## config.mk

```make
export PLATFORM = sky130hd
export DESIGN_NAME = button_conditioner
export DESIGN_NICKNAME = d
export VERILOG_FILES = /design/src/rtl/button_conditioner.sv
export SDC_FILE = /design/constraint.sdc
export NUM_CORES = 1
export LEC_CHECK = 0
export CAP_MARGIN = 20
export CORE_ASPECT_RATIO = 1.25
export CORE_MARGIN = 2
export CORE_UTILIZATION = 36
export CTS_BUF_LIST = sky130_fd_sc_hd__clkbuf_8
export CTS_CLUSTER_DIAMETER = 50
export CTS_CLUSTER_SIZE = 28
export DETAILED_ROUTE_END_ITERATION = 10
export SKIP_LAST_GASP = 1
export SYNTH_ARGS = -nofsm -noshare
export SYNTH_HDL_FRONTEND = slang
export SYNTH_SLANG_ARGS = --single-unit
```

## constraint.sdc

```tcl
create_clock -name clk -period 4.7 [get_ports clk]
set_input_delay 1.175 -clock clk [delete_from_list [all_inputs] [get_ports clk]]
set_output_delay 1.175 -clock clk [all_outputs]
set_load 0.02 [all_outputs]
```

## src/rtl/button_conditioner.sv

```systemverilog
// button_conditioner: synchronise, debounce and edge-detect the
// player buttons, then encode single/multi press events.
module button_conditioner #(
  parameter int N_BTN           = 8,
  parameter int DEBOUNCE_CYCLES = 1000,
  parameter int CNT_W           = 10
) (
  input  logic             clk,
  input  logic             rst_n,
  input  logic             en,
  input  logic [N_BTN-1:0] btn_raw,
  output logic [N_BTN-1:0] btn_level,
  output logic [N_BTN-1:0] press_pulse,
  output logic             press_valid,
  output logic [2:0]       press_idx,
  output logic             multi_press
);

  localparam logic [CNT_W-1:0] TERM =
    CNT_W'(DEBOUNCE_CYCLES - 1);
  localparam int PW = $clog2(N_BTN + 1);

  logic [N_BTN-1:0] s1_q, s1_d;
  logic [N_BTN-1:0] s2_q, s2_d;
  logic [N_BTN-1:0] lvl_q, lvl_d;
  logic [N_BTN-1:0] lvl_prev_q, lvl_prev_d;
  logic [CNT_W-1:0] cnt_q [N_BTN];
  logic [CNT_W-1:0] cnt_d [N_BTN];
  logic [N_BTN-1:0] pulse_q, pulse_d;
  logic             valid_q, valid_d;
  logic [2:0]       idx_q, idx_d;
  logic             multi_q, multi_d;

  logic [N_BTN-1:0] rise;
  logic [PW-1:0]    n_set;
  logic [2:0]       hit;

  // Two-stage synchroniser per channel.
  always_comb begin
    s1_d = btn_raw;
    s2_d = s1_q;
  end

  // Accept a new level only after an unbroken run of mismatches;
  // any match clears the run so glitches never accumulate.
  always_comb begin
    lvl_d = lvl_q;
    for (int i = 0; i < N_BTN; i++) begin
      cnt_d[i] = '0;
      if (s2_q[i] != lvl_q[i]) begin
        if (cnt_q[i] == TERM) begin
          lvl_d[i] = s2_q[i];
        end else begin
          cnt_d[i] = cnt_q[i] + CNT_W'(1);
        end
      end
    end
  end

  // Gated rising edges feed both the pulse vector and the encoder,
  // so the two always agree in the same cycle.
  always_comb begin
    lvl_prev_d = lvl_q;
    rise       = lvl_q & ~lvl_prev_q & {N_BTN{en}};
    pulse_d    = rise;
    n_set      = '0;
    hit        = '0;
    for (int i = 0; i < N_BTN; i++) begin
      if (rise[i]) begin
        n_set = n_set + PW'(1);
        hit   = 3'(i);
      end
    end
    valid_d = (n_set == PW'(1));
    multi_d = (n_set > PW'(1));
    idx_d   = valid_d ? hit : 3'd0;
  end

  // State registers; everything clears on reset.
  always_ff @(posedge clk or negedge rst_n) begin
    if (!rst_n) begin
      s1_q       <= '0;
      s2_q       <= '0;
      lvl_q      <= '0;
      lvl_prev_q <= '0;
      pulse_q    <= '0;
      valid_q    <= 1'b0;
      idx_q      <= '0;
      multi_q    <= 1'b0;
      for (int i = 0; i < N_BTN; i++) begin
        cnt_q[i] <= '0;
      end
    end else begin
      s1_q       <= s1_d;
      s2_q       <= s2_d;
      lvl_q      <= lvl_d;
      lvl_prev_q <= lvl_prev_d;
      pulse_q    <= pulse_d;
      valid_q    <= valid_d;
      idx_q      <= idx_d;
      multi_q    <= multi_d;
      for (int i = 0; i < N_BTN; i++) begin
        cnt_q[i] <= cnt_d[i];
      end
    end
  end

  assign btn_level   = lvl_q;
  assign press_pulse = pulse_q;
  assign press_valid = valid_q;
  assign press_idx   = idx_q;
  assign multi_press = multi_q;

endmodule

```

# Word level (Yosys, flattened, before mapping)
# Cells that the tools add are included.
[totals] reg_bits=125 input_bits=11 output_inout_bits=21 wordCells=99
[op_classes] n_addsub=15 magnitude_cmp=1 n_eq_ne=17 muxes=32 bitwise_logic=3 reduce_logical=8
[op_table] op="10-bit two-way mux" n=16
[op_table] op="10-bit by 1-bit adder with 10-bit output (second input constant)" n=8
[op_table] op="10-bit equality test (second input constant)" n=8
[op_table] op="4-bit by 1-bit adder with 4-bit output (second input constant)" n=7
[op_table] op="4-bit two-way mux" n=7
[op_table] op="3-bit two-way mux" n=7
[op_table] op="8-bit bitwise AND" n=2
[op_table] op="2-bit AND reduction" n=8
[op_table] op="1-bit != test" n=8
[op_table] op="8-bit NOT" n=1
[op_table] op="4-bit by 1-bit equality test with 1-bit output (second input constant)" n=1
[op_table] op="4-bit by 1-bit > comparator with 1-bit output (second input constant)" n=1
[op_table] op="1-bit two-way mux" n=2

# Longest topological paths before layout
# Gate-level depths: netlist of the first run.
[logic_depth] word_depth=20 mapped_depth=20 ltp_nobuf=20

# Worst setup path before layout of the first run
# Ideal clock, no wire load.
[synth_path] kind="in2reg" startpoint="in en" endpoint="reg idx_q[0] (netlist: press_idx[0])" setup_ps=101 arrival_time_ps=4700 required_ps=4599 setup_slack_ps=-101 stages=19 path_buffers=1 path_cell_list="buf_4 -> and2_1 -> inv_1 -> ha_1 -> inv_2 -> o2bb2ai_1 -> mux2i_1 -> inv_1 -> ha_1 -> a32oi_2 -> xor2_1 -> a221oi_2 -> ha_1 -> a21oi_1 -> o21ai_1 -> a32oi_1 -> o21ai_1 -> a31o_2 -> nor4_1"
[synth_between] elab_chain_cells=18 elab_cells_between_ends=25 classes_between="add/sub (7); eq/ne (1); mux (16); bitwise (1)"
[synth_rtl] element="start: declaration" line_no="10" source="input logic en,"
[synth_rtl] element="8-bit bitwise AND *" line_no="64" source="rise = lvl_q & ~lvl_prev_q & {N_BTN{en}};"
[synth_rtl] element="1-bit two-way mux" line_no="69" source="if (rise[i]) begin"
[synth_rtl] element="4-bit by 1-bit adder with 4-bit output" line_no="70" source="n_set = n_set + PW'(1);"
[synth_rtl] element="4-bit two-way mux" line_no="69"
[synth_rtl] element="4-bit by 1-bit adder with 4-bit output" line_no="70"
[synth_rtl] element="4-bit two-way mux" line_no="69"
[synth_rtl] element="4-bit by 1-bit adder with 4-bit output" line_no="70"
[synth_rtl] element="4-bit two-way mux" line_no="69"
[synth_rtl] element="[3 not listed]"
[synth_rtl] element="4-bit two-way mux" line_no="69"
[synth_rtl] element="4-bit by 1-bit adder with 4-bit output" line_no="70"
[synth_rtl] element="4-bit two-way mux" line_no="69"
[synth_rtl] element="4-bit by 1-bit adder with 4-bit output" line_no="70"
[synth_rtl] element="4-bit two-way mux" line_no="69"
[synth_rtl] element="4-bit by 1-bit equality test with 1-bit output" line_no="74" source="valid_d = (n_set == PW'(1));"
[synth_rtl] element="3-bit two-way mux *" line_no="76" source="idx_d = valid_d ? hit : 3'd0;"
[synth_rtl] element="named net idx_d[0]" line_no="31" source="logic [2:0] idx_q, idx_d;"
[synth_rtl] element="end signal: assignment" line_no="100" source="idx_q <= idx_d;"
[synth_rtl] element="end: declaration" line_no="31"
# The timed path passes the listed nets; every way through them passes the cells marked *.
# A chain may end at the register's enable or synchronous reset.

# Worst setup path after layout of the first run
[layout_path] startpoint="in en" endpoint="reg idx_q[2] (netlist: press_idx[2])"
# The elaborated chain is that of the path after synthesis.

==> impl_metrics.ini, run 1 <==
[setup_path]
path_class = in -> reg
required_ps = 5040
critical_path.startpoint_type = input port
endpoint_kind = register
cp.arrival_ps = 4750
path_max_fanout = 5

[sta]
rsz0062_at_grt = false
tightest_slew_ps = 951
fin_crit_ps = 4410
period_share = 0.938
hold_ws_ps = 351
drv_slew = 0
fin_skew_ps = 6.23
fmax_ghz = 0.227
setup_viol = 0
maxSlewHeadroom = 0.366
fin_ws_ps = 293
setup_tns_ps = 0
hold_viol_final = 0

[layout]
post-route-util = 0.448
fin_nets = 674
antenna_cells = 0
nFillCells = 1570
drive_gt1_frac = 0.154
area_delta_synth_final_pct = 22.2

[global_route]
grt_pass1_vias = 4191
grt_pass1_wl_mm = 19.0
grt-ovfl-total = 0
antenna_found_initial = 0
grtUsageTotal = 0.135
grt_max_degree = 77

[drt]
drt-pass1-iter-count = 6
antenna_left = 0
vias = 4077
drc = 0
vias_per_cell = 4.64
drt-initial-drc-count = 171
wl_per_cell_um = 12.2
routed_wl_mm = 10.7

[clocking]
clock-sinks = 125
cts.hold.buffers_added = 0
htreeDepth = 4
clkTransAtPathRegs_ps = 70
cts_buffers = 17
clock_path_buffers = 2
clk_latency_ps = 440
root_buffer = clkbuf_8
tritoncts = done

[placed_design]
gp_congestion = 0.809
place.port_buffers = 31
pre_cts_ws_ps = -655
place_hpwl_mm = 7.67

[die]
num_rows = 52
die_area_um2 = 17500
design.portCount = 32
start_util = 0.367
coreArea_um2 = 16100
die_h_um = 147
chipWidth_um = 119

[synthesis]
synth_cell_types = 57
synth-edff-count = 0
syn-cell-area_um2 = 5920
synth_seq_area_share = 0.528
yosysTopAreaCellShare = 0.528
syn_area_per_cell_um2 = 10.4
async_flop_share = 1.00
netlist_instances = 570
ys.flop_type = dfrtp_1
synth_top_area_cell = dfrtp_1
ys_ff_latch = 125
yosysWarningCount = 0
synth.net_count = 595
synthTopCellsByArea = dfrtp_1 (53%), xnor2_1 (7.8%), nor2_1 (6.2%)

[run]
cap_violations = 0

[min_path]
hp-class = reg -> reg

[run_status]
status = completed

[pwr]
p_leak_nw = 3.29
power_per_cell_area_nw_per_um2 = 311
vdd_drop_max_mv = 0.148
per-stage QoR:
step	total power, mW	std cells	instance area (um2)
floorplan	1.17	570	5930
global placement	1.21	840	6690
detailed placement	1.21	840	6690
CTS	2.29	874	7170
global route	2.35	878	7230
finish	2.25	878	7230
kinds of logic after synthesis:
logic type / Yosys count / share of synthesized area
flops: 125 / 0.528
compound gates: 32 / 0.0366
fa+ha+maj: 14 / 0.0296
simple gates: 267 / 0.220
xor+xnor: 90 / 0.146
mux: 10 / 0.0186
buf+inv: 32 / 0.0209
worst paths after layout:
| path | from | endpoint | slack [ps] | cells after the start |
|---|---|---|---|---|
| max | en | press_idx[2] | 290 | 20 |
| min | s1_q[7] | s2_q[7] | 350 | 0 |
| max reg2reg | btn_level[0] | press_idx[2] | 430 | 20 |
| min reg2reg | s1_q[7] | s2_q[7] | 350 | 0 |
| max in group asynchronous | rst_n | press_idx[2] | 2930 | 2 |
| min in group asynchronous | rst_n | cnt_q[72] | 860 | 1 |
final cells by class:
class                      count  area, um2  area share
sequential                   125       3130       0.432
multi-input combinational    413       2740       0.378
timing repair buffer          63        543      0.0751
tap                          216        270      0.0374
clock buffer                  18        248      0.0343
clock inverter                14        200      0.0277
inverter                      29        109      0.0150
routing by layer:
metal / part of all wire / wire length, um / global-route usage
met5: 0 / 0 / 0
met4: 0.019 / 201 / 0.0685
met3: 0.024 / 253 / 0.0347
met2: 0.50 / 5410 / 0.221
met1: 0.45 / 4860 / 0.164
cells in the final DEF, fill, tap and decap left out, types with 3 or more instances in the layout:
cell and n:
a21oi_1 8, and2_1 8, and3_1 17, buf_4 33, bufinv_16 5, clkbuf_8 18, clkdlybuf4s50_1 29, clkinv_2 3
dfrtp_1 125, ha_1 13, inv_1 28, inv_2 3, mux2_2 8, nand2_1 57, nand2_2 4, nand3_1 21
nand4_1 10, nor2_1 98, nor2b_1 3, nor3_1 17, nor4_1 3, o21ai_0 7, o21ai_1 3, or3_1 3
or4_1 7, xnor2_1 53, xor2_1 31
sequential cells by signal, summed over array words and instances, names as in the netlist:
signal       count
lvl_prev_q       8
btn_level        8
s1_q             8
press_valid      1
multi_press      1
cnt_q           80
press_idx        3
s2_q             8
press_pulse      8
cells in the mapped netlist (all sizes together) (2+ instances only):
master,count
nor4,6
xnor2,57
nand2b,3
nand3b,2
mux2,8
inv,28
or4,7
nor3,17
dfrtp,125
and2b,2
nand4,10
a211oi,2
xor2,32
nand2,62
a21oi,8
ha,14
mux2i,2
or3,3
and2,9
clkbuf,2
o21ai,10
nand3,22
nor2b,3
a32oi,2
and3,18
nor2,98
worst max-delay path, stage by stage:
cell       delay (ps)
clkbuf_2          120
and2_4            140
inv_1              60
ha_4              170
nor3b_4           200
a211oi_1           70
o2bb2ai_1         140
mux2i_1           190
inv_1              70
ha_1              300
a32oi_2           210
xor2_1            120
a221oi_2          330
ha_1              290
a21oi_1           120
o21ai_1            90
a32oi_1           260
o21ai_1           120
a31o_4            300
nor4_4            270
where the power goes:
group,internal (mW),leakage [nW],switching [mW]
Combinational,0.0281,1.36,0.0481
Sequential,1.10,1.69,0.0155
Clock,0.638,0.233,0.419
what timing repair did:
item / in CTS / in global routing
gates resized for setup: 5 / 6
buffers inserted: 2 / 4
cloned: 0 / 0
pin swaps: 4 / 8
setup endpoints to repair: 4 / 5
Power figures use the tool's default switching activity.
==> run 2, diff against run 1 <==
MAX_ROUTING_LAYER = met4   (was unset)
==> run 2 against run 1 <==
Effect of this change:
- power rose by 0.14%
- cell count stayed put
- largest cell class unchanged
- highest routed layer unchanged
- die area did not move
==> impl_metrics.ini, run 2 (synthesis gave the netlist of run 1 again) <==
[die]
die_h_um = 147
num_rows = 52
chipWidth_um = 119
coreArea_um2 = 16100
die_area_um2 = 17500
design.portCount = 32
start_util = 0.367

[drt]
drc = 0
wl_per_cell_um = 12.2
routed_wl_mm = 10.7
drt-pass1-iter-count = 4
drt-initial-drc-count = 186
vias = 4092
antenna_left = 0
vias_per_cell = 4.66

[sta]
fin_skew_ps = 6.66
fin_ws_ps = 306
period_share = 0.935
maxSlewHeadroom = 0.369
setup_tns_ps = 0
rsz0062_at_grt = false
fin_crit_ps = 4390
setup_viol = 0
hold_viol_final = 0
tightest_slew_ps = 947
fmax_ghz = 0.228
drv_slew = 0

[placed_design]
gp_congestion = 0.821
place.port_buffers = 31
pre_cts_ws_ps = -655
place_hpwl_mm = 7.67

[setup_path]
critPathMaxStageDelay_ps = 330
reg2reg_depth = 20
reg2reg_from = btn_level[0]
endpoint_kind = register
cp.arrival_ps = 4750
path_max_fanout = 5
regToRegEndpoint = press_idx[2]
critical_path.startpoint_type = input port
path_class = in -> reg
path_cells = clkbuf_2 -> and2_4 -> inv_1 -> ha_4 -> nor3b_4 -> a211oi_1 -> o2bb2ai_1 -> mux2i_1 -> inv_1 -> ha_1 -> a32oi_2 -> xor2_1 -> a221oi_2 -> ha_1 -> a21oi_1 -> o21ai_1 -> a32oi_1 -> o21ai_1 -> a31o_4 -> nor4_4
required_ps = 5050
crit_path_end = press_idx[2]
crit_path_start = en
crit_slowest_cell = a221oi_2
r2r_setup_slack_ps = 440

[global_route]
grt_pass1_vias = 4169
grt_util_met3 = 0.0359
grtUsageTotal = 0.139
grt-ovfl-total = 0
grt_max_degree = 77
gr-usage-met1 = 0.164
grt_pass1_wl_mm = 19.1
busiest_layer = met2
grt_use_met2 = 0.222
antenna_found_initial = 0

[pwr]
power_per_cell_area_nw_per_um2 = 311
vdd_drop_max_mv = 0.148
p_leak_nw = 3.29

[layout]
regMostFlops = cnt_q
drive_gt1_frac = 0.154
multiInputGateArea_um2 = 2740
fin_nets = 674
area_delta_synth_final_pct = 22.2
regArea_um2 = 3130
final_common_cell = dfrtp_1
antenna_cells = 0
layout_common_cells = dfrtp_1 (125), nor2_1 (98), nand2_1 (57), xnor2_1 (53), buf_4 (33)
nFillCells = 1570
largest_reg_flops = 80

[clocking]
cts_buffers = 17
clock_path_buffers = 2
clkTransAtPathRegs_ps = 70
clock-sinks = 125
clk_latency_ps = 450
htreeDepth = 4
cts.hold.buffers_added = 0
tritoncts = done
root_buffer = clkbuf_8

[min_path]
hp-class = reg -> reg

[run]
cap_violations = 0

[run_status]
status = completed
## run 2: cell counts in the layout (fill, tap and decap cells not counted)
Identical to the previous run, type by type.
## run 2: worst min-delay path by stage
| stage | start | to | cells past startpoint |
|---|---|---|---|
| CTS | s1_q[7] | s2_q[7] | 0 |
| finish | s1_q[7] | s2_q[7] | 0 |
| global placement | s1_q[4] | s2_q[4] | 0 |
| detailed placement | s1_q[4] | s2_q[4] | 0 |
| global route | s1_q[4] | s2_q[4] | 0 |
| floorplan | s1_q[0] | s2_q[0] | 0 |
## run 2: critical path: cells and delay by family
kind | cells | cell delay, ps
AO/OA/AOI/OAI | 9 | 1640
AND/OR/NAND/NOR | 3 | 610
adder cells (fa/ha/maj) | 3 | 760
XOR/XNOR | 1 | 120
buffers and inverters | 3 | 250
multiplexers | 1 | 190
## run 2: per-stage QoR
step	cells	hold slack, ps	power, mW	instance area [um2]	util
CTS	874	353	2.29	7170	0.445
detailed placement	840	337	1.21	6690	0.415
finish	878	348	2.25	7230	0.448
global route	878	359	2.35	7230	0.448
floorplan	570	331	1.17	5930	-
global placement	840	332	1.21	6690	0.415
## run 2: power by group
group          internal, mW  switching (mW)
Combinational        0.0281          0.0480
Clock                 0.638           0.423
Sequential             1.10          0.0155
Total                  1.76           0.487
## run 2: timing repair
action / CTS / global route
endpoints found under the setup margin: 4 / 5
resized for setup: 5 / 6
pin swaps: 4 / 8
setup buffers: 2 / 4
## run 2: area by class of cell
type	instances	area share
sequential	125	0.432
multi-input combinational	413	0.378
timing repair buffer	63	0.0751
tap	216	0.0374
clock buffer	18	0.0343
clock inverter	14	0.0277
inverter	29	0.0150
## run 2: metal layers
metal | up-vias | routed length, um
li1 | 2059 | -
met1 | 1971 | 4800
met2 | 45 | 5380
met3 | 17 | 301
met4 | 0 | 223
met5 | - | 0
